$ cat src/rtl/bolme_denetleyici_pkg.sv
// Shared types and constants for the iterative RV32M divide controller.
package bolme_denetleyici_pkg;

  localparam int unsigned VERI_BIT_VARSAYILAN = 32;
  localparam int unsigned SAYAC_W             = 6;

  // Micro-op unit field value that routes a uop to the divide unit.
  localparam int unsigned UOP_BIRIM_W     = 3;
  localparam logic [UOP_BIRIM_W-1:0] UOP_BIRIM_BOLME = 3'd4;

  typedef enum logic [1:0] {
    BOL_DIV  = 2'b00,
    BOL_DIVU = 2'b01,
    BOL_REM  = 2'b10,
    BOL_REMU = 2'b11
  } bol_kod_t;

  typedef enum logic [2:0] {
    BOSTA   = 3'd0,
    HESAPLA = 3'd1,
    DUZELT  = 3'd2,
    OZEL    = 3'd3,
    BITTI   = 3'd4
  } durum_t;

  // REM/REMU return the remainder, DIV/DIVU the quotient.
  function automatic logic kalan_mi(input bol_kod_t kod);
    return (kod == BOL_REM) || (kod == BOL_REMU);
  endfunction

  // DIV/REM treat operands as two's complement.
  function automatic logic isaretli_mi(input bol_kod_t kod);
    return (kod == BOL_DIV) || (kod == BOL_REM);
  endfunction

endpackage

$ cat src/rtl/bolme_denetleyici_if.sv
// Request/response bundle between the execute stage (yurut) and the divider.
interface bolme_denetleyici_if #(
  parameter int unsigned VERI_BIT = 32
);
  logic                bosalt_i;
  logic                istek_gecerli_i;
  logic [1:0]          istek_kod_i;
  logic [VERI_BIT-1:0] bolunen_i;
  logic [VERI_BIT-1:0] bolen_i;
  logic                istek_hazir_o;
  logic                sonuc_gecerli_o;
  logic [VERI_BIT-1:0] sonuc_o;
  logic                duraklat_o;

  modport master (
    output bosalt_i, istek_gecerli_i, istek_kod_i, bolunen_i, bolen_i,
    input  istek_hazir_o, sonuc_gecerli_o, sonuc_o, duraklat_o
  );

  modport slave (
    input  bosalt_i, istek_gecerli_i, istek_kod_i, bolunen_i, bolen_i,
    output istek_hazir_o, sonuc_gecerli_o, sonuc_o, duraklat_o
  );
endinterface

$ cat src/rtl/bolme_denetleyici_bolme_adimi.sv
// One restoring-division step on the {remainder, quotient} pair.
module bolme_adimi #(
  parameter int unsigned VERI_BIT = 32
) (
  input  logic [VERI_BIT-1:0] kalan,
  input  logic [VERI_BIT-1:0] bolum,
  input  logic [VERI_BIT-1:0] bolen,
  output logic [VERI_BIT-1:0] sonraki_kalan,
  output logic [VERI_BIT-1:0] sonraki_bolum
);

  logic [VERI_BIT:0] kaydirilmis;
  logic [VERI_BIT:0] deneme;
  logic              odunc;

  // Shift in the next dividend bit, trial-subtract, keep the result if no borrow.
  always_comb begin
    kaydirilmis   = {kalan, bolum[VERI_BIT-1]};
    deneme        = kaydirilmis - {1'b0, bolen};
    odunc         = deneme[VERI_BIT];
    sonraki_kalan = odunc ? kaydirilmis[VERI_BIT-1:0] : deneme[VERI_BIT-1:0];
    sonraki_bolum = {bolum[VERI_BIT-2:0], ~odunc};
  end

endmodule

$ cat src/rtl/bolme_denetleyici.sv
// Iterative DIV/DIVU/REM/REMU controller: handshake, FSM, sign handling.
module bolme_denetleyici
  import bolme_denetleyici_pkg::*;
#(
  parameter int unsigned VERI_BIT = VERI_BIT_VARSAYILAN
) (
  input  logic                  clk_i,
  input  logic                  rstn_i,
  bolme_denetleyici_if.slave    bif
);

  localparam logic [VERI_BIT-1:0] EN_KUCUK = {1'b1, {(VERI_BIT-1){1'b0}}};
  localparam logic [SAYAC_W-1:0]  SON_SAYI = SAYAC_W'(VERI_BIT - 1);

  durum_t              durum_q, durum_d;
  bol_kod_t            kod_q, gelen_kod;
  logic [SAYAC_W-1:0]  sayac_q;
  logic                ilk_q;
  logic                neg_bolum_q, neg_kalan_q;
  logic [VERI_BIT-1:0] bolen_q, bolum_q, kalan_q, sonuc_q;
  logic [VERI_BIT-1:0] sonraki_kalan, sonraki_bolum;

  logic                isaretli, a_neg, b_neg;
  logic                sifira_bolme, tasma, ozel, kabul, son_adim;
  logic [VERI_BIT-1:0] a_buyukluk, b_buyukluk;
  logic                hazir_c, gecerli_c;
  logic [VERI_BIT-1:0] sonuc_c;

  // Decode the presented request: signedness, magnitudes, special cases.
  always_comb begin
    gelen_kod    = bol_kod_t'(bif.istek_kod_i);
    isaretli     = isaretli_mi(gelen_kod);
    a_neg        = isaretli & bif.bolunen_i[VERI_BIT-1];
    b_neg        = isaretli & bif.bolen_i[VERI_BIT-1];
    a_buyukluk   = a_neg ? -bif.bolunen_i : bif.bolunen_i;
    b_buyukluk   = b_neg ? -bif.bolen_i : bif.bolen_i;
    sifira_bolme = (bif.bolen_i == '0);
    tasma        = isaretli & (bif.bolunen_i == EN_KUCUK) & (bif.bolen_i == '1);
    ozel         = sifira_bolme | tasma;
    kabul        = bif.istek_gecerli_i & hazir_c & ~bif.bosalt_i;
    son_adim     = ~ilk_q & (sayac_q == SON_SAYI);
  end

  bolme_adimi #(.VERI_BIT(VERI_BIT)) u_adim (
    .kalan         (kalan_q),
    .bolum         (bolum_q),
    .bolen         (bolen_q),
    .sonraki_kalan (sonraki_kalan),
    .sonraki_bolum (sonraki_bolum)
  );

  // State register.
  always_ff @(posedge clk_i) begin
    if (!rstn_i) durum_q <= BOSTA;
    else         durum_q <= durum_d;
  end

  // Next state and handshake outputs; flush overrides every transition.
  always_comb begin
    durum_d   = durum_q;
    hazir_c   = 1'b0;
    gecerli_c = 1'b0;
    sonuc_c   = '0;
    case (durum_q)
      BOSTA: begin
        hazir_c = 1'b1;
        if (bif.istek_gecerli_i) durum_d = ozel ? OZEL : HESAPLA;
      end
      HESAPLA: if (son_adim) durum_d = DUZELT;
      DUZELT:  durum_d = BITTI;
      OZEL:    durum_d = BITTI;
      BITTI: begin
        gecerli_c = 1'b1;
        sonuc_c   = sonuc_q;
        durum_d   = BOSTA;
      end
      default: durum_d = BOSTA;
    endcase
    if (bif.bosalt_i) durum_d = BOSTA;
  end

  assign bif.istek_hazir_o   = hazir_c;
  assign bif.sonuc_gecerli_o = gecerli_c;
  assign bif.sonuc_o         = sonuc_c;
  assign bif.duraklat_o      = bif.istek_gecerli_i & ~gecerli_c;

  // Operand latch, iteration datapath, sign correction and result register.
  always_ff @(posedge clk_i) begin
    if (!rstn_i) begin
      kod_q       <= BOL_DIV;
      sayac_q     <= '0;
      ilk_q       <= 1'b0;
      neg_bolum_q <= 1'b0;
      neg_kalan_q <= 1'b0;
      bolen_q     <= '0;
      bolum_q     <= '0;
      kalan_q     <= '0;
      sonuc_q     <= '0;
    end else if (kabul) begin
      kod_q   <= gelen_kod;
      sayac_q <= '0;
      ilk_q   <= ~ozel;
      if (sifira_bolme) begin
        bolum_q     <= '1;
        kalan_q     <= bif.bolunen_i;
        bolen_q     <= '0;
        neg_bolum_q <= 1'b0;
        neg_kalan_q <= 1'b0;
      end else if (tasma) begin
        bolum_q     <= EN_KUCUK;
        kalan_q     <= '0;
        bolen_q     <= '0;
        neg_bolum_q <= 1'b0;
        neg_kalan_q <= 1'b0;
      end else begin
        bolum_q     <= a_buyukluk;
        kalan_q     <= '0;
        bolen_q     <= b_buyukluk;
        neg_bolum_q <= a_neg ^ b_neg;
        neg_kalan_q <= a_neg;
      end
    end else begin
      case (durum_q)
        // First HESAPLA cycle is an alignment slot; the counter holds at 0.
        HESAPLA: begin
          if (ilk_q) begin
            ilk_q <= 1'b0;
          end else begin
            kalan_q <= sonraki_kalan;
            bolum_q <= sonraki_bolum;
            if (!son_adim) sayac_q <= sayac_q + SAYAC_W'(1);
          end
        end
        DUZELT: begin
          if (kalan_mi(kod_q)) sonuc_q <= neg_kalan_q ? -kalan_q : kalan_q;
          else                 sonuc_q <= neg_bolum_q ? -bolum_q : bolum_q;
        end
        OZEL: sonuc_q <= kalan_mi(kod_q) ? kalan_q : bolum_q;
        default: ;
      endcase
    end
  end

endmodule

$ cat src/flat_wrapper.sv
// flat-port wrapper written by rule: the top's interface ports become plain ports
module bolme_denetleyici_flat import bolme_denetleyici_pkg::*;
#(
  parameter int unsigned VERI_BIT = VERI_BIT_VARSAYILAN
)
  (clk_i, rstn_i, bif_bosalt_i, bif_istek_gecerli_i, bif_istek_kod_i, bif_bolunen_i, bif_bolen_i, bif_istek_hazir_o, bif_sonuc_gecerli_o, bif_sonuc_o, bif_duraklat_o);
  bolme_denetleyici_if #(.VERI_BIT(VERI_BIT)) bif_i ();
  input  logic clk_i;
  input  logic rstn_i;
  input wire logic [$bits(bif_i.bosalt_i)-1:0] bif_bosalt_i;
  input wire logic [$bits(bif_i.istek_gecerli_i)-1:0] bif_istek_gecerli_i;
  input wire logic [$bits(bif_i.istek_kod_i)-1:0] bif_istek_kod_i;
  input wire logic [$bits(bif_i.bolunen_i)-1:0] bif_bolunen_i;
  input wire logic [$bits(bif_i.bolen_i)-1:0] bif_bolen_i;
  output wire logic [$bits(bif_i.istek_hazir_o)-1:0] bif_istek_hazir_o;
  output wire logic [$bits(bif_i.sonuc_gecerli_o)-1:0] bif_sonuc_gecerli_o;
  output wire logic [$bits(bif_i.sonuc_o)-1:0] bif_sonuc_o;
  output wire logic [$bits(bif_i.duraklat_o)-1:0] bif_duraklat_o;
  assign bif_i.bosalt_i = bif_bosalt_i;
  assign bif_i.istek_gecerli_i = bif_istek_gecerli_i;
  assign bif_i.istek_kod_i = bif_istek_kod_i;
  assign bif_i.bolunen_i = bif_bolunen_i;
  assign bif_i.bolen_i = bif_bolen_i;
  assign bif_istek_hazir_o = bif_i.istek_hazir_o;
  assign bif_sonuc_gecerli_o = bif_i.sonuc_gecerli_o;
  assign bif_sonuc_o = bif_i.sonuc_o;
  assign bif_duraklat_o = bif_i.duraklat_o;
  bolme_denetleyici #(.VERI_BIT(VERI_BIT)) u_core (.clk_i(clk_i), .rstn_i(rstn_i), .bif(bif_i));
endmodule
$ cat config.mk
export PLATFORM = sky130hd
export DESIGN_NAME = bolme_denetleyici_flat
export DESIGN_NICKNAME = d
export VERILOG_FILES = /design/src/rtl/bolme_denetleyici_pkg.sv /design/src/rtl/bolme_denetleyici_if.sv /design/src/rtl/bolme_denetleyici_bolme_adimi.sv /design/src/rtl/bolme_denetleyici.sv /design/src/flat_wrapper.sv
export SDC_FILE = /design/constraint.sdc
export NUM_CORES = 1
export LEC_CHECK = 0
export CAP_MARGIN = 25
export CORE_MARGIN = 1.5
export CORE_UTILIZATION = 28
export CTS_CLUSTER_DIAMETER = 150
export DETAILED_ROUTE_END_ITERATION = 12
export GPL_TIMING_DRIVEN = 1
export SETUP_SLACK_MARGIN = 0.2
export SLEW_MARGIN = 20
export SYNTH_ARGS = -nofsm -noshare
export SYNTH_HDL_FRONTEND = slang
export SYNTH_SLANG_ARGS = --single-unit
$ cat constraint.sdc
create_clock -name clk_i -period 6.05 [get_ports clk_i]
set_clock_uncertainty 0.05 [all_clocks]
set_input_delay 1.815 -clock clk_i [delete_from_list [all_inputs] [get_ports clk_i]]
set_output_delay 1.815 -clock clk_i [all_outputs]
set_load 0.005 [all_outputs]
# Word-level counts from Yosys, hierarchy flattened
# Cells that the tools add are included.
# Widths: inputs -> output; s select.
[totals]
wordCells = 93
out_inout_bits = 35
register_bits = 142
inputBits = 70
[op_classes]
n_addsub = 6
muxes = 32
reduce_logical = 14
n_eq_ne = 13
bitwise = 18
[ops]
columns = ["operator", "count"]
rows = [
  ["$mux 32", 19],
  ["$neg 32->32", 4],
  ["$eq 32x32->1 const B", 2],
  ["$pmux 32 s2", 1],
  ["$sub 33x32->33", 1],
  ["$logic_not 32->1", 1],
  ["$pmux 3 s3", 1],
  ["$and 1x1->1", 8],
  ["$mux 1", 8],
  ["$not 1->1", 8],
  ["$add 6x1->6 const B", 1],
  ["$eq 2x2->1 const B", 3],
  ["$eq 3x2->1 const B", 2],
  ["$eq 6x5->1 const B", 1],
  ["$mux 3", 2],
  ["$reduce_and 2->1", 3],
  ["$reduce_or 2->1", 3],
  ["$ne 2x2->1 const B", 2],
  ["$reduce_bool 2->1", 2],
  ["$eq 3x1->1 const B", 1],
  ["$eq 3x3->1 const B", 1],
  ["$logic_not 3->1", 1],
  ["$reduce_and 3->1", 1],
  ["$logic_not 2->1", 1],
  ["5 further kinds", 6],
]

# Longest topological paths before layout
# Gate-level depths: netlist of run 1.
[logic_depth]
ltp_word = 8
depth_mapped = 14
ltp_nobuf = 12

# Cells and area by module
# From an unflattened synthesis of run 1, not the netlist that was laid out.
[hier_totals]
cells_unflattened = 1542
area_unflattened_um2 = 11712.5
[by_module_without_submodules]
columns = ["module", "instances", "area_each_um2", "cells_each", "seq_area_each_um2"]
rows = [
  ["bolme_denetleyici", 1, 9223.8, 1200, 2822.7],
  ["bolme_adimi", 1, 2488.6, 342, 0.0],
]

# Worst setup path before layout of run 1
# Ideal clock, no wire load.
[synth_path]
kind = "in2reg"
startpoint = "input bif_bolen_i[0]"
endpoint = "register u_core.bolen_q[30]"
stages = 11
required_time_ns = 5.872
setup_time_ns = 0.128
arrival_time_ns = 4.002
n_path_buf = 0
path_slack_ns = 1.869
path_cell_list = "inv_1 -> ha_1 -> nand2b_1 -> nor4_1 -> nand3_1 -> or3_4 -> o41ai_1 -> and2_1 -> o21ai_0 -> xnor2_1 -> o22ai_1"
[synth_between]
elab_chain_len = 4
word_cells_on_any_way = 7
classes_between = "1 x add/sub; 1 x eq/ne; 3 x mux; 1 x bitwise; 1 x reduce/logical"
[synth_lines]
columns = ["item", "line", "text"]
rows = [
  ["start: declaration", "flat_wrapper.sv:14", "input wire logic [$bits(bif_i.bolen_i)-1:0] bif_bolen_i;"],
  ["$neg 32->32 / $eq 32x32->1 (equally long branches)", "bolme_denetleyici.sv:36, bolme_denetleyici.sv:38", ""],
  ["$mux 32 / $and 1x1->1 (equally long branches)", "bolme_denetleyici.sv:36, bolme_denetleyici.sv:38", ""],
  ["$mux 32", "bolme_denetleyici.sv:109", "end else if (tasma) begin"],
  ["$mux 32 *", "bolme_denetleyici.sv:103", "if (sifira_bolme) begin"],
  ["end signal: assignment", "bolme_denetleyici.sv:118", "bolen_q <= b_buyukluk;"],
  ["end: declaration", "bolme_denetleyici.sv:20", "logic [VERI_BIT-1:0] bolen_q, bolum_q, kalan_q, sonuc_q;"],
]
# Mark *: on every way between the ends. The rest lies on a longest branch, timed or not.
# A chain may end at the register's enable or synchronous reset.

# Worst setup path in the final report of run 1
[layout_path]
startpoint = "input bif_bolunen_i[7]"
endpoint = "register u_core.bolen_q[15]"
[layout_between]
elab_chain_len = 5
[layout_lines]
columns = ["item", "line", "text"]
rows = [
  ["start: declaration", "flat_wrapper.sv:13", "input wire logic [$bits(bif_i.bolunen_i)-1:0] bif_bolunen_i;"],
  ["$eq 32x32->1", "bolme_denetleyici.sv:38", "tasma = isaretli & (bif.bolunen_i == EN_KUCUK) & (bif.bolen_i == '1);"],
  ["$and 1x1->1 (2 in series)", "bolme_denetleyici.sv:38", ""],
  ["$mux 32", "bolme_denetleyici.sv:109", ""],
  ["$mux 32", "bolme_denetleyici.sv:103", ""],
]
# No other way between the ends.

==> results of run 1 <==
final timing paths:
| check | cells after the start | endpoint | start |
|---|---|---|---|
| worst max register to register | 12 | u_core.kalan_q[26]$_SDFFE_PN0P_ | u_core.bolum_q[31]$_SDFFE_PN0P_ |
| worst max-delay path | 10 | u_core.bolen_q[15]$_SDFFE_PN0P_ | bif_bolunen_i[7] |
| worst min-delay path | 1 | u_core.sonuc_q[13]$_SDFFE_PN0P_ | u_core.sonuc_q[13]$_SDFFE_PN0P_ |
| worst min register to register | 1 | u_core.sonuc_q[13]$_SDFFE_PN0P_ | u_core.sonuc_q[13]$_SDFFE_PN0P_ |
state kept, by name, summed over array words and instances, names as in the netlist:
| register | flops |
|---|---|
| u_core.bolen_q | 32 |
| u_core.bolum_q | 32 |
| u_core.durum_q | 3 |
| u_core.ilk_q | 1 |
| u_core.kalan_q | 32 |
| u_core.kod_q | 1 |
| u_core.neg_bolum_q | 1 |
| u_core.neg_kalan_q | 1 |
| u_core.sayac_q | 6 |
| u_core.sonuc_q | 32 |
cell type report:
type / instances / share of cell area (%)
Clock buffer: 19 / 3.501
Clock inverter: 13 / 1.199
Inverter: 52 / 1.509
Multi-Input combinational cell: 1154 / 57.73
Sequential cell: 141 / 21.83
Tap cell: 511 / 4.942
Timing Repair Buffer: 126 / 9.285
logic make-up after synthesis:
kind of cell | count (synthesis) | synth area share (%)
compound gates | 490 | 28.19
xor+xnor | 143 | 11.54
fa+ha+maj | 39 | 4.564
buf+inv | 145 | 5.463
flops | 141 | 26.00
mux | 20 | 1.844
simple gates | 462 | 22.40
critical path, stage by stage:
cell,delay (ns)
clkdlybuf4s50_1,0.55
or4_4,0.62
nor4b_4,0.38
and2b_1,0.30
and2_4,0.22
nand2_2,0.14
nor4_4,0.50
nor2_2,0.18
nand3b_4,0.41
o22ai_1,0.15
layout by cell type (no fill, tap or decap), drive strengths merged, types with 13 or more instances in the layout:
| master | count |
|---|---|
| o31ai | 28 |
| nor3 | 42 |
| nand2 | 110 |
| o22ai | 32 |
| inv | 58 |
| a21o | 26 |
| a21boi | 18 |
| dfxtp | 141 |
| a21oi | 142 |
| a31oi | 34 |
| a221oi | 14 |
| ha | 38 |
| a211oi | 17 |
| xnor2 | 73 |
| xor2 | 70 |
| or3 | 25 |
| o21ai | 104 |
| and2 | 41 |
| mux2i | 20 |
| buf | 23 |
| nor2b | 18 |
| nor2 | 95 |
| o211ai | 20 |
| nand3 | 33 |
| nand4 | 17 |
| nor4 | 16 |
| clkbuf | 19 |
| nand2b | 13 |
| clkdlybuf4s50 | 103 |
per-stage QoR:
step | util, % | area (sq um) | setup WS, ns
finish | 34.10 | 12940 | 0.9805
global route | 34.10 | 12940 | 0.7839
CTS | 34.10 | 12940 | 1.020
detailed placement | 32.50 | 12330 | 0.5702
global placement | 32.50 | 12330 | 0.5957
floorplan | - | 10860 | 1.869
cell usage after synthesis (all sizes together) (12+ instances only):
| library cell | number |
|---|---|
| buf | 18 |
| a211oi | 17 |
| nor3 | 42 |
| xnor2 | 73 |
| nand3b | 12 |
| nand4 | 17 |
| mux2i | 20 |
| a221oi | 14 |
| and2 | 41 |
| nand3 | 33 |
| a31oi | 34 |
| o211ai | 20 |
| or3 | 25 |
| clkbuf | 75 |
| ha | 38 |
| o21ai | 104 |
| o31ai | 28 |
| nand2b | 13 |
| nor2b | 18 |
| nor2 | 95 |
| nand2 | 110 |
| nor4 | 16 |
| a21boi | 18 |
| o22ai | 32 |
| dfxtp | 141 |
| a21oi | 142 |
| a21o | 26 |
| inv | 52 |
| xor2 | 70 |
power breakdown:
group          internal, W  switching [W]
Combinational     0.000456       0.000640
Clock             0.000640       0.000453
Sequential        0.000984       0.000112
per-layer routing:
| metal | track usage, % | vias to the layer above | part of all wire [%] | routed length, um |
|---|---|---|---|---|
| met4 | 5.959 | 0 | 2.7 | 943 |
| li1 | - | 5366 | - | - |
| met3 | 2.403 | 43 | 6.2 | 2189 |
| met1 | 26.21 | 5054 | 49 | 17400 |
| met5 | 0 | - | 0 | 0 |
| met2 | 26.77 | 377 | 42 | 14910 |
==> results by group, run 1 <==
Finish
  – Fin nets: 1601
  – Filler cell count: 4023
  – Multi-input logic area: 7468 sq um
  – Ant. Diodes: 0
  – Post-Layout Cell Count: 2016
  – P&R area growth vs syn: 19.15%
  – Share of cells above drive strength 1: 5.116%
  – Sequential Area: 2824 sq um

Routing
  – Iter 0 DRT Violations: 878
  – Remaining antenna violation count: 0
  – Via count: 10840
  – Post-Route WL: 35440 um
  – Drt wl/cell: 17.58 um
  – # DRC: 0
  – Pre-Repair DR Iteration Count: 5
  – Vias per cell: 5.377

Power
  – Tot Pwr: 0.003285 W
  – Worst VDD drop: 185.3 uV
  – Pwr dens: 253.9 nW/um^2
  – Leakage: 4.744 nW

STA
  – Final Setup Violations: 0
  – Final period utilization: 83.79%
  – Worst Tran Pin Value: 0.9482 ns
  – Hold WS: 0.4055 ns
  – Max-slew violation count: 0
  – Final Hold Fails: 0
  – Max Clock Freq: 0.1973 GHz
  – RSZ-0062 raised after global routing: no
  – Slew HR: 36.78%
  – Final worst path period need: 5.070 ns
  – Final setup TNS: 0 ns

Clocking
  – Clk buf depth: 2
  – Cts repair resizes: 0
  – Worst-path clk slew: 0.06 ns
  – Setup Fix Bufs, Post-CTS: 0
  – Total CTS buffers: 17
  – # H-tree levels: 4
  – Hold-fix buffers, CTS: 0
  – Clk sinks: 141
  – Clock root cell: clkbuf_16
  – Clk_lat worst skew: 0.43 ns
  – CTS tree: built

Place
  – Gpl congestion: 0.8942
  – Hpwl dp: 27210 um
  – Placed cells: 1984
  – Port Buffers: 104

Floorplan
  – I/O pins: 105
  – Initial Util: 28.62%
  – Die height: 199.9 um
  – Num rows: 71
  – Die extent in x: 199.9 um
  – Core area: 37930 sq um
  – Die area: 39960 sq um

Synth
  – Synth cell types: 71
  – Asr flop ratio synth: 0%
  – Yosys reg bits: 141
  – Avg Cell Area, Syn: 7.539 sq um
  – Synth area leader: dfxtp_1
  – Syn Nets: 1549
  – Synth top area share: 26.00%
  – Ys Warns: 0
  – Main area contributors after synthesis: dfxtp_1 26%, a21oi_1 6.5%, xnor2_1 5.9%
  – EDFF count, synth: 0
  – Cells after synthesis: 1440
  – Ys flop type: dfxtp_1
  – Syn Std Cell Area: 10860 sq um
  – Post-synthesis sequential area ratio: 26.00%

Flow run
  – Max-capacitance violation count: 0

Worst setup path
  – Maximum fanout along the worst path: 35
  – CP required: 6.29 ns
  – Critical Path End Type: register
  – Crit path kind: in -> reg
  – Crit path launch type: input port
  – WP data arrival: 5.31 ns
  – Flop-to-flop setup slack: 1.76 ns

Global route
  – First-pass GRT wire length: 56120 um
  – Largest net degree at the start of global routing: 76
  – GR Overflow Total: 0
  – Antenna violations before repair: 0
  – Vias in the first global route: 9932
  – Gr usage total: 17.90%

Outcome
  – Outcome: completed

Worst hold path
  – Classification of the worst-slack hold path: reg -> reg
Note: power is estimated with default switching activity, not from simulation.
==> run 2: changes to the inputs <==
==> constraint.sdc (replaced) <==
create_clock -name clk_i -period 4.15 [get_ports clk_i]
set_clock_uncertainty 0.05 [all_clocks]
set_input_delay 1.245 -clock clk_i [delete_from_list [all_inputs] [get_ports clk_i]]
set_output_delay 1.245 -clock clk_i [all_outputs]
set_load 0.005 [all_outputs]
==> results by group, run 2 (synthesis gave the netlist of run 1 again) <==
STA
  – Final worst path period need: 3.807 ns
  – Setup ws final: 0.3434 ns (-0.6371 ns)
  – Max-slew violation count: 0 (unchanged)
  – Final period utilization: 91.72%
  – Worst Tran Pin Value: 0.8842 ns (-0.06403 ns)
  – Final Setup Violations: 0 (unchanged)
  – Max Clock Freq: 0.2627 GHz
  – RSZ-0062 raised after global routing: no
  – Final Hold Fails: 0 (unchanged)
  – Slew HR: 41.05% (+4.3 points)

Clocking
  – Hold-fix buffers, CTS: 0 (unchanged)
  – Clk_lat worst skew: 0.44 ns (about the same)
  – Clock root cell: clkbuf_16
  – Clk buf depth: 2 (unchanged)
  – # H-tree levels: 4 (unchanged)
  – CTS tree: built
  – Clk sinks: 141 (unchanged)
  – Worst-path clk slew: 0.06 ns (about the same)
  – Setup Fix Bufs, Post-CTS: 0 (unchanged)
  – Total CTS buffers: 17 (unchanged)

Floorplan
  – Die extent in x: 199.9 um (unchanged)
  – Num rows: 71 (unchanged)
  – Die height: 199.9 um (unchanged)
  – I/O pins: 105 (unchanged)
  – Core area: 37930 sq um (unchanged)
  – Initial Util: 28.62% (unchanged)
  – Die area: 39960 sq um (unchanged)

Finish
  – Share of cells above drive strength 1: 9.212% (+4.1 points)
  – Commonest cells after routing, fill and taps aside: 142 x a21oi_1, 140 x dfxtp_1, 108 x nand2_1
  – Ant. Diodes: 0 (unchanged)
  – Most common cell after layout, fill and taps aside: a21oi_1
  – P&R area growth vs syn: 24.57%
  – Fin nets: 1670 (+4.3%)

Worst setup path
  – Slowest CP cell: or4_1
  – WP data arrival: 4.06 ns (-1.25 ns)
  – RR Endpoint: u_core.kalan_q[28]$_SDFFE_PN0P_
  – Slowest cell delay on critical path: 0.56 ns (-0.06 ns)
  – Crit path launch type: input port
  – Maximum fanout along the worst path: 14 (-60%)
  – Critical path's top delay family: simple AND/OR/NAND/NOR gates
  – Crit path kind: in -> reg
  – CP required: 4.41 ns (-1.88 ns)
  – R2R Path Start: u_core.bolum_q[31]$_SDFFE_PN0P_
  – Flop-to-flop setup slack: 0.42 ns (-1.34 ns)
  – Critical Path End Type: register
  – Buf+Inv Stages, Crit Path: 3 (+2)
  – Path depth of the worst reg2reg path: 13 (+1)
  – Crit-path cells: clkdlybuf4s50_1 -> or4_1 -> nor2_1 -> nand3_1 -> or3_4 -> nor4_4 -> buf_4 -> nand3b_4 -> buf_12 -> o22ai_1

Routing
  – Vias per cell: 5.302 (-1.4%)
  – Drt wl/cell: 17.34 um (-1.4%)
  – Remaining antenna violation count: 0 (unchanged)
  – Iter 0 DRT Violations: 872 (-0.68%)
  – Via count: 11055 (+2.0%)
  – Post-Route WL: 36150 um (+2.0%)
  – # DRC: 0 (unchanged)
  – Pre-Repair DR Iteration Count: 7 (+2)

Outcome
  – Outcome: completed

Power
  – Pwr dens: 364.3 nW/um^2 (+43%)
  – Tot Pwr: 0.004927 W (+50%)
  – Worst VDD drop: 182.7 uV (-1.4%)
  – Leakage: 5.105 nW (+7.6%)

Place
  – Gpl congestion: 0.9166 (+2.5%)
  – Worst slack, placed: -0.09557 ns (-0.6658 ns)
  – Hpwl dp: 28160 um (+3.5%)
  – Port Buffers: 104 (unchanged)

Worst hold path
  – Hold path cells: 1 (unchanged)
  – Worst hold path startpoint: u_core.sonuc_q[13]$_SDFFE_PN0P_
  – Worst hold endpoint: u_core.sonuc_q[13]$_SDFFE_PN0P_
  – Classification of the worst-slack hold path: reg -> reg

Global route
  – Antenna violations before repair: 0 (unchanged)
  – Vias in the first global route: 10278 (+3.5%)
  – GR Overflow Total: 0 (unchanged)
  – Largest net degree at the start of global routing: 49 (-36%)
  – First-pass GRT wire length: 56190 um (+0.11%)
  – Gr usage total: 18.04% (+0.14 points)

Flow run
  – Max-capacitance violation count: 0 (unchanged)
run 2: changes by cell type in the layout (fill, tap and decap cells not counted), sizes merged:
cell / before / now
buf: 23 / 92
inv: 58 / 52
clkbuf: 19 / 24
clkinvlp: 3 / 6
clkinv: 2 / 0
run 2: where the power goes:
part	total, W	switching (W)	internal, W
registers	0.00154	0.000100	0.00144
clock network	0.00160	0.000618	0.000981
logic	0.00179	0.00104	0.000755
run 2: worst max-delay path by stage:
stage              startpoint                               to  slack [ns]  depth (start not counted)
4_1_cts        bif_bolen_i[6]  u_core.bolen_q[20]$_SDFFE_PN0P_        0.37                         10
3_3_place_gp   bif_bolen_i[6]  u_core.neg_bolum_q$_SDFFE_PN0P_       -0.02                         10
3_5_place_dp   bif_bolen_i[6]  u_core.bolen_q[20]$_SDFFE_PN0P_        -0.1                         10
2_1_floorplan  bif_bolen_i[0]  u_core.bolen_q[30]$_SDFFE_PN0P_        0.54                         11
6_report       bif_bolen_i[6]  u_core.bolen_q[20]$_SDFFE_PN0P_        0.34                         10
5_1_grt        bif_bolen_i[6]   u_core.bolum_q[4]$_SDFFE_PN0P_        0.20                         11
run 2: repair_timing:
action,CTS,global route
setup endpoints to repair,0,1
gates resized for setup,0,1
hold endpoints to repair,0,0
run 2: metal layers:
metal  vias up  wire length (um)  track usage (%)
met4         0              1110            6.850
met5         -                 0                0
li1       5496                 -                -
met3        53              2228            2.621
met2       369             15450            27.53
met1      5137             17370            25.53
run 2: area by class of cell:
cell class                 count  area (sq um)
clock buffer                  24         511.7
tap                          511         639.4
clock inverter                 8         105.1
fill                        3993         24410
timing repair buffer         195          1769
multi-input combinational   1154          7480
sequential                   141          2824
inverter                      52         195.2
run 2: worst reg2reg max path, cell delays in order, from the launching register on:
cell	delay [ns]
dfxtp_1	0.32
inv_1	0.14
ha_1	0.28
fa_1	0.40
nand2b_1	0.20
a21o_1	0.20
a211o_1	0.30
a21o_1	0.22
a41oi_1	0.44
xnor2_4	0.31
buf_4	0.29
nor2_1	0.06
a211oi_1	0.30
nor3_1	0.11
run 2: through the flow:
stage / utilization [%] / TNS, ns / std cells / hold slack [ns] / cell area [sq um]
finish: 35.65 / 0 / 2085 / 0.3975 / 13520
CTS: 35.62 / 0 / 2085 / 0.4022 / 13510
floorplan: - / 0 / 1440 / 0.3681 / 10860
global route: 35.65 / 0 / 2085 / 0.4163 / 13520
global placement: 34.00 / -0.1864 / 2053 / 0.3870 / 12900
detailed placement: 34.00 / -2.896 / 2053 / 0.3881 / 12900
==> run 3: changes to the inputs <==
--- a/config.mk
+++ b/config.mk
@@ -7,10 +7,11 @@
 export LEC_CHECK = 0
 export CAP_MARGIN = 25
 export CORE_MARGIN = 1.5
-export CORE_UTILIZATION = 28
+export CORE_UTILIZATION = 53
 export CTS_CLUSTER_DIAMETER = 150
 export DETAILED_ROUTE_END_ITERATION = 12
 export GPL_TIMING_DRIVEN = 1
+export PLACE_DENSITY = 0.78
 export SETUP_SLACK_MARGIN = 0.2
 export SLEW_MARGIN = 20
 export SYNTH_ARGS = -nofsm -noshare
==> results by group, run 3 (synthesis gave the netlist of run 1 again) <==
Outcome
  – Outcome: completed

Routing
  – Pre-Repair DR Iteration Count: 5 (-2)
  – Vias per cell: 6.115 (+15%)
  – Iter 0 DRT Violations: 1054 (+21%)
  – Top layer in use: met4
  – Post-Route WL: 32300 um (-11%)
  – Wire length on met1: 14120 um (-19%)
  – # DRC: 0 (unchanged)
  – Remaining antenna violation count: 0 (unchanged)
  – Drt wl/cell: 17.66 um (+1.9%)
  – Via count: 11185 (+1.2%)
  – Met2 wire length: 14650 um (-5.2%)
  – WL met3: 2273 um (+2.0%)

Global route
  – GR Overflow Total: 0 (unchanged)
  – Antenna violations before repair: 0 (unchanged)
  – Vias in the first global route: 10390 (+1.1%)
  – Largest net degree at the start of global routing: 61 (+24%)
  – Gr usage total: 30.29% (+12 points)
  – First-pass GRT wire length: 52780 um (-6.1%)

Place
  – Gpl congestion: 0.9332 (+1.8%)
  – Port Buffers: 104 (unchanged)
  – Hpwl dp: 24600 um (-13%)
  – Placed cells: 1797 (-12%)

Worst setup path
  – Critical Path End Type: register
  – WP data arrival: 4.03 ns (-0.03 ns)
  – Worst Setup SP: bif_bolunen_i[6]
  – Crit path launch type: input port
  – Maximum fanout along the worst path: 12 (-2)
  – CP required: 4.42 ns (about the same)
  – R2R Path Start: u_core.bolum_q[31]$_SDFFE_PN0P_
  – Flop-to-flop setup slack: 0.51 ns (+0.09 ns)
  – Crit path kind: in -> reg

STA
  – Worst Tran Pin Value: 0.8821 ns (-0.002081 ns)
  – Final Setup Violations: 0 (unchanged)
  – Max Clock Freq: 0.2655 GHz (+1.1%)
  – Final setup TNS: 0 ns (unchanged)
  – RSZ-0062 raised after global routing: no
  – Slew HR: 41.19% (+0.14 points)
  – Final Hold Fails: 0 (unchanged)
  – Final worst path period need: 3.766 ns (-0.04043 ns)
  – Max-slew violation count: 0 (unchanged)
  – Final period utilization: 90.75% (-0.97 points)

Clocking
  – Hold-fix buffers, CTS: 0 (unchanged)
  – Clk_lat worst skew: 0.43 ns (about the same)
  – Clock root cell: clkbuf_16
  – Clk sinks: 141 (unchanged)
  – Total CTS buffers: 17 (unchanged)
  – # H-tree levels: 4 (unchanged)
  – CTS tree: built
  – Setup Fix Bufs, Post-CTS: 0 (unchanged)
  – Worst-path clk slew: 0.06 ns (about the same)
  – Clk buf depth: 2 (unchanged)

Floorplan
  – Die height: 146.1 um (-27%)
  – Core area: 20170 sq um (-47%)
  – Num rows: 52 (-27%)
  – Die area: 21350 sq um (-47%)
  – Initial Util: 53.83% (+25 points)
  – I/O pins: 105 (unchanged)
  – Die extent in x: 146.1 um (-27%)

Worst hold path
  – Classification of the worst-slack hold path: reg -> reg
  – Worst hold path startpoint: u_core.sonuc_q[13]$_SDFFE_PN0P_

Finish
  – Post-Layout Cell Count: 1829 (-12%)
  – Commonest cells after routing, fill and taps aside: 142 x a21oi_1, 140 x dfxtp_1, 108 x nand2_1
  – P&R area growth vs syn: 21.30%
  – Fin nets: 1655 (-0.90%)
  – Ant. Diodes: 0 (unchanged)
  – Share of cells above drive strength 1: 8.467% (-0.75 points)
  – Most common cell after layout, fill and taps aside: a21oi_1

Power
  – Pint: 0.003291 W (+3.8%)
  – Pwr dens: 378.0 nW/um^2 (+3.7%)
  – Clock share of power: 34.6% (+2.1 points)
  – Net Sw Frac: 33.88% (-1.7 points)
  – Leakage: 5.077 nW (-0.55%)
  – Worst VDD drop: 229.5 uV (+26%)
  – Psw: 0.001686 W (-3.9%)
  – Comb pwr share: 34.1% (-2.3 points)
  – Flop pwr share: 31.2% (about the same)

Flow run
  – Max-capacitance violation count: 0 (unchanged)
[run 3: repair_timing]
action,4_1_cts,5_1_grt
endpoints found under the setup margin,0,1
gates resized for setup,0,1
hold endpoints to repair,0,0
[run 3: worst paths after layout]
kind                                endpoint  cells after the start
min          u_core.sonuc_q[13]$_SDFFE_PN0P_                      1
max reg2reg  u_core.kalan_q[26]$_SDFFE_PN0P_                     14
min reg2reg  u_core.sonuc_q[13]$_SDFFE_PN0P_                      1
max           u_core.bolum_q[9]$_SDFFE_PN0P_                     11
[run 3: per-layer routing]
layer / vias to the layer above / global-route usage, %
met2: 484 / 49.38
li1: 5479 / -
met5: - / 0
met3: 82 / 4.313
met4: 0 / 14.09
met1: 5140 / 39.59
[run 3: critical path, cell delays in order]
cell,delay [ns]
clkdlybuf4s50_1,0.43
or4_4,0.57
nor4b_4,0.30
and2b_1,0.28
and2_4,0.20
nand2_2,0.08
nor4_4,0.32
buf_4,0.24
o21ai_0,0.11
a22oi_1,0.18
nor2b_1,0.06
[run 3: power by group through the flow]
stage / clock network (W) / logic (W) / registers, W
floorplan: 0 / 0.00119 / 0.00154
global placement: 0 / 0.00164 / 0.00157
detailed placement: 0 / 0.00166 / 0.00158
CTS: 0.00173 / 0.00167 / 0.00155
global route: 0.00180 / 0.00187 / 0.00156
finish: 0.00172 / 0.00170 / 0.00155
[run 3: area by class of cell]
type | instances | area (sq um)
inverter | 52 | 195.2
multi-input combinational | 1154 | 7476
clock buffer | 21 | 480.5
fill | 1779 | 7000
sequential | 141 | 2824
clock inverter | 11 | 186.4
tap | 270 | 337.8
timing repair buffer | 180 | 1669
[run 3: per-stage QoR]
| step | setup slack [ns] | utilization, % | area (sq um) | hold WS, ns | power [W] |
|---|---|---|---|---|---|
| floorplan | 0.5394 | - | 10860 | 0.3681 | 0.002734 |
| global placement | 0.01064 | 61.95 | 12490 | 0.3776 | 0.003208 |
| global route | 0.2093 | 65.29 | 13170 | 0.4310 | 0.005228 |
| detailed placement | -0.02820 | 61.95 | 12490 | 0.3840 | 0.003233 |
| finish | 0.3839 | 65.29 | 13170 | 0.3922 | 0.004977 |
| CTS | 0.4051 | 65.25 | 13160 | 0.3977 | 0.004952 |
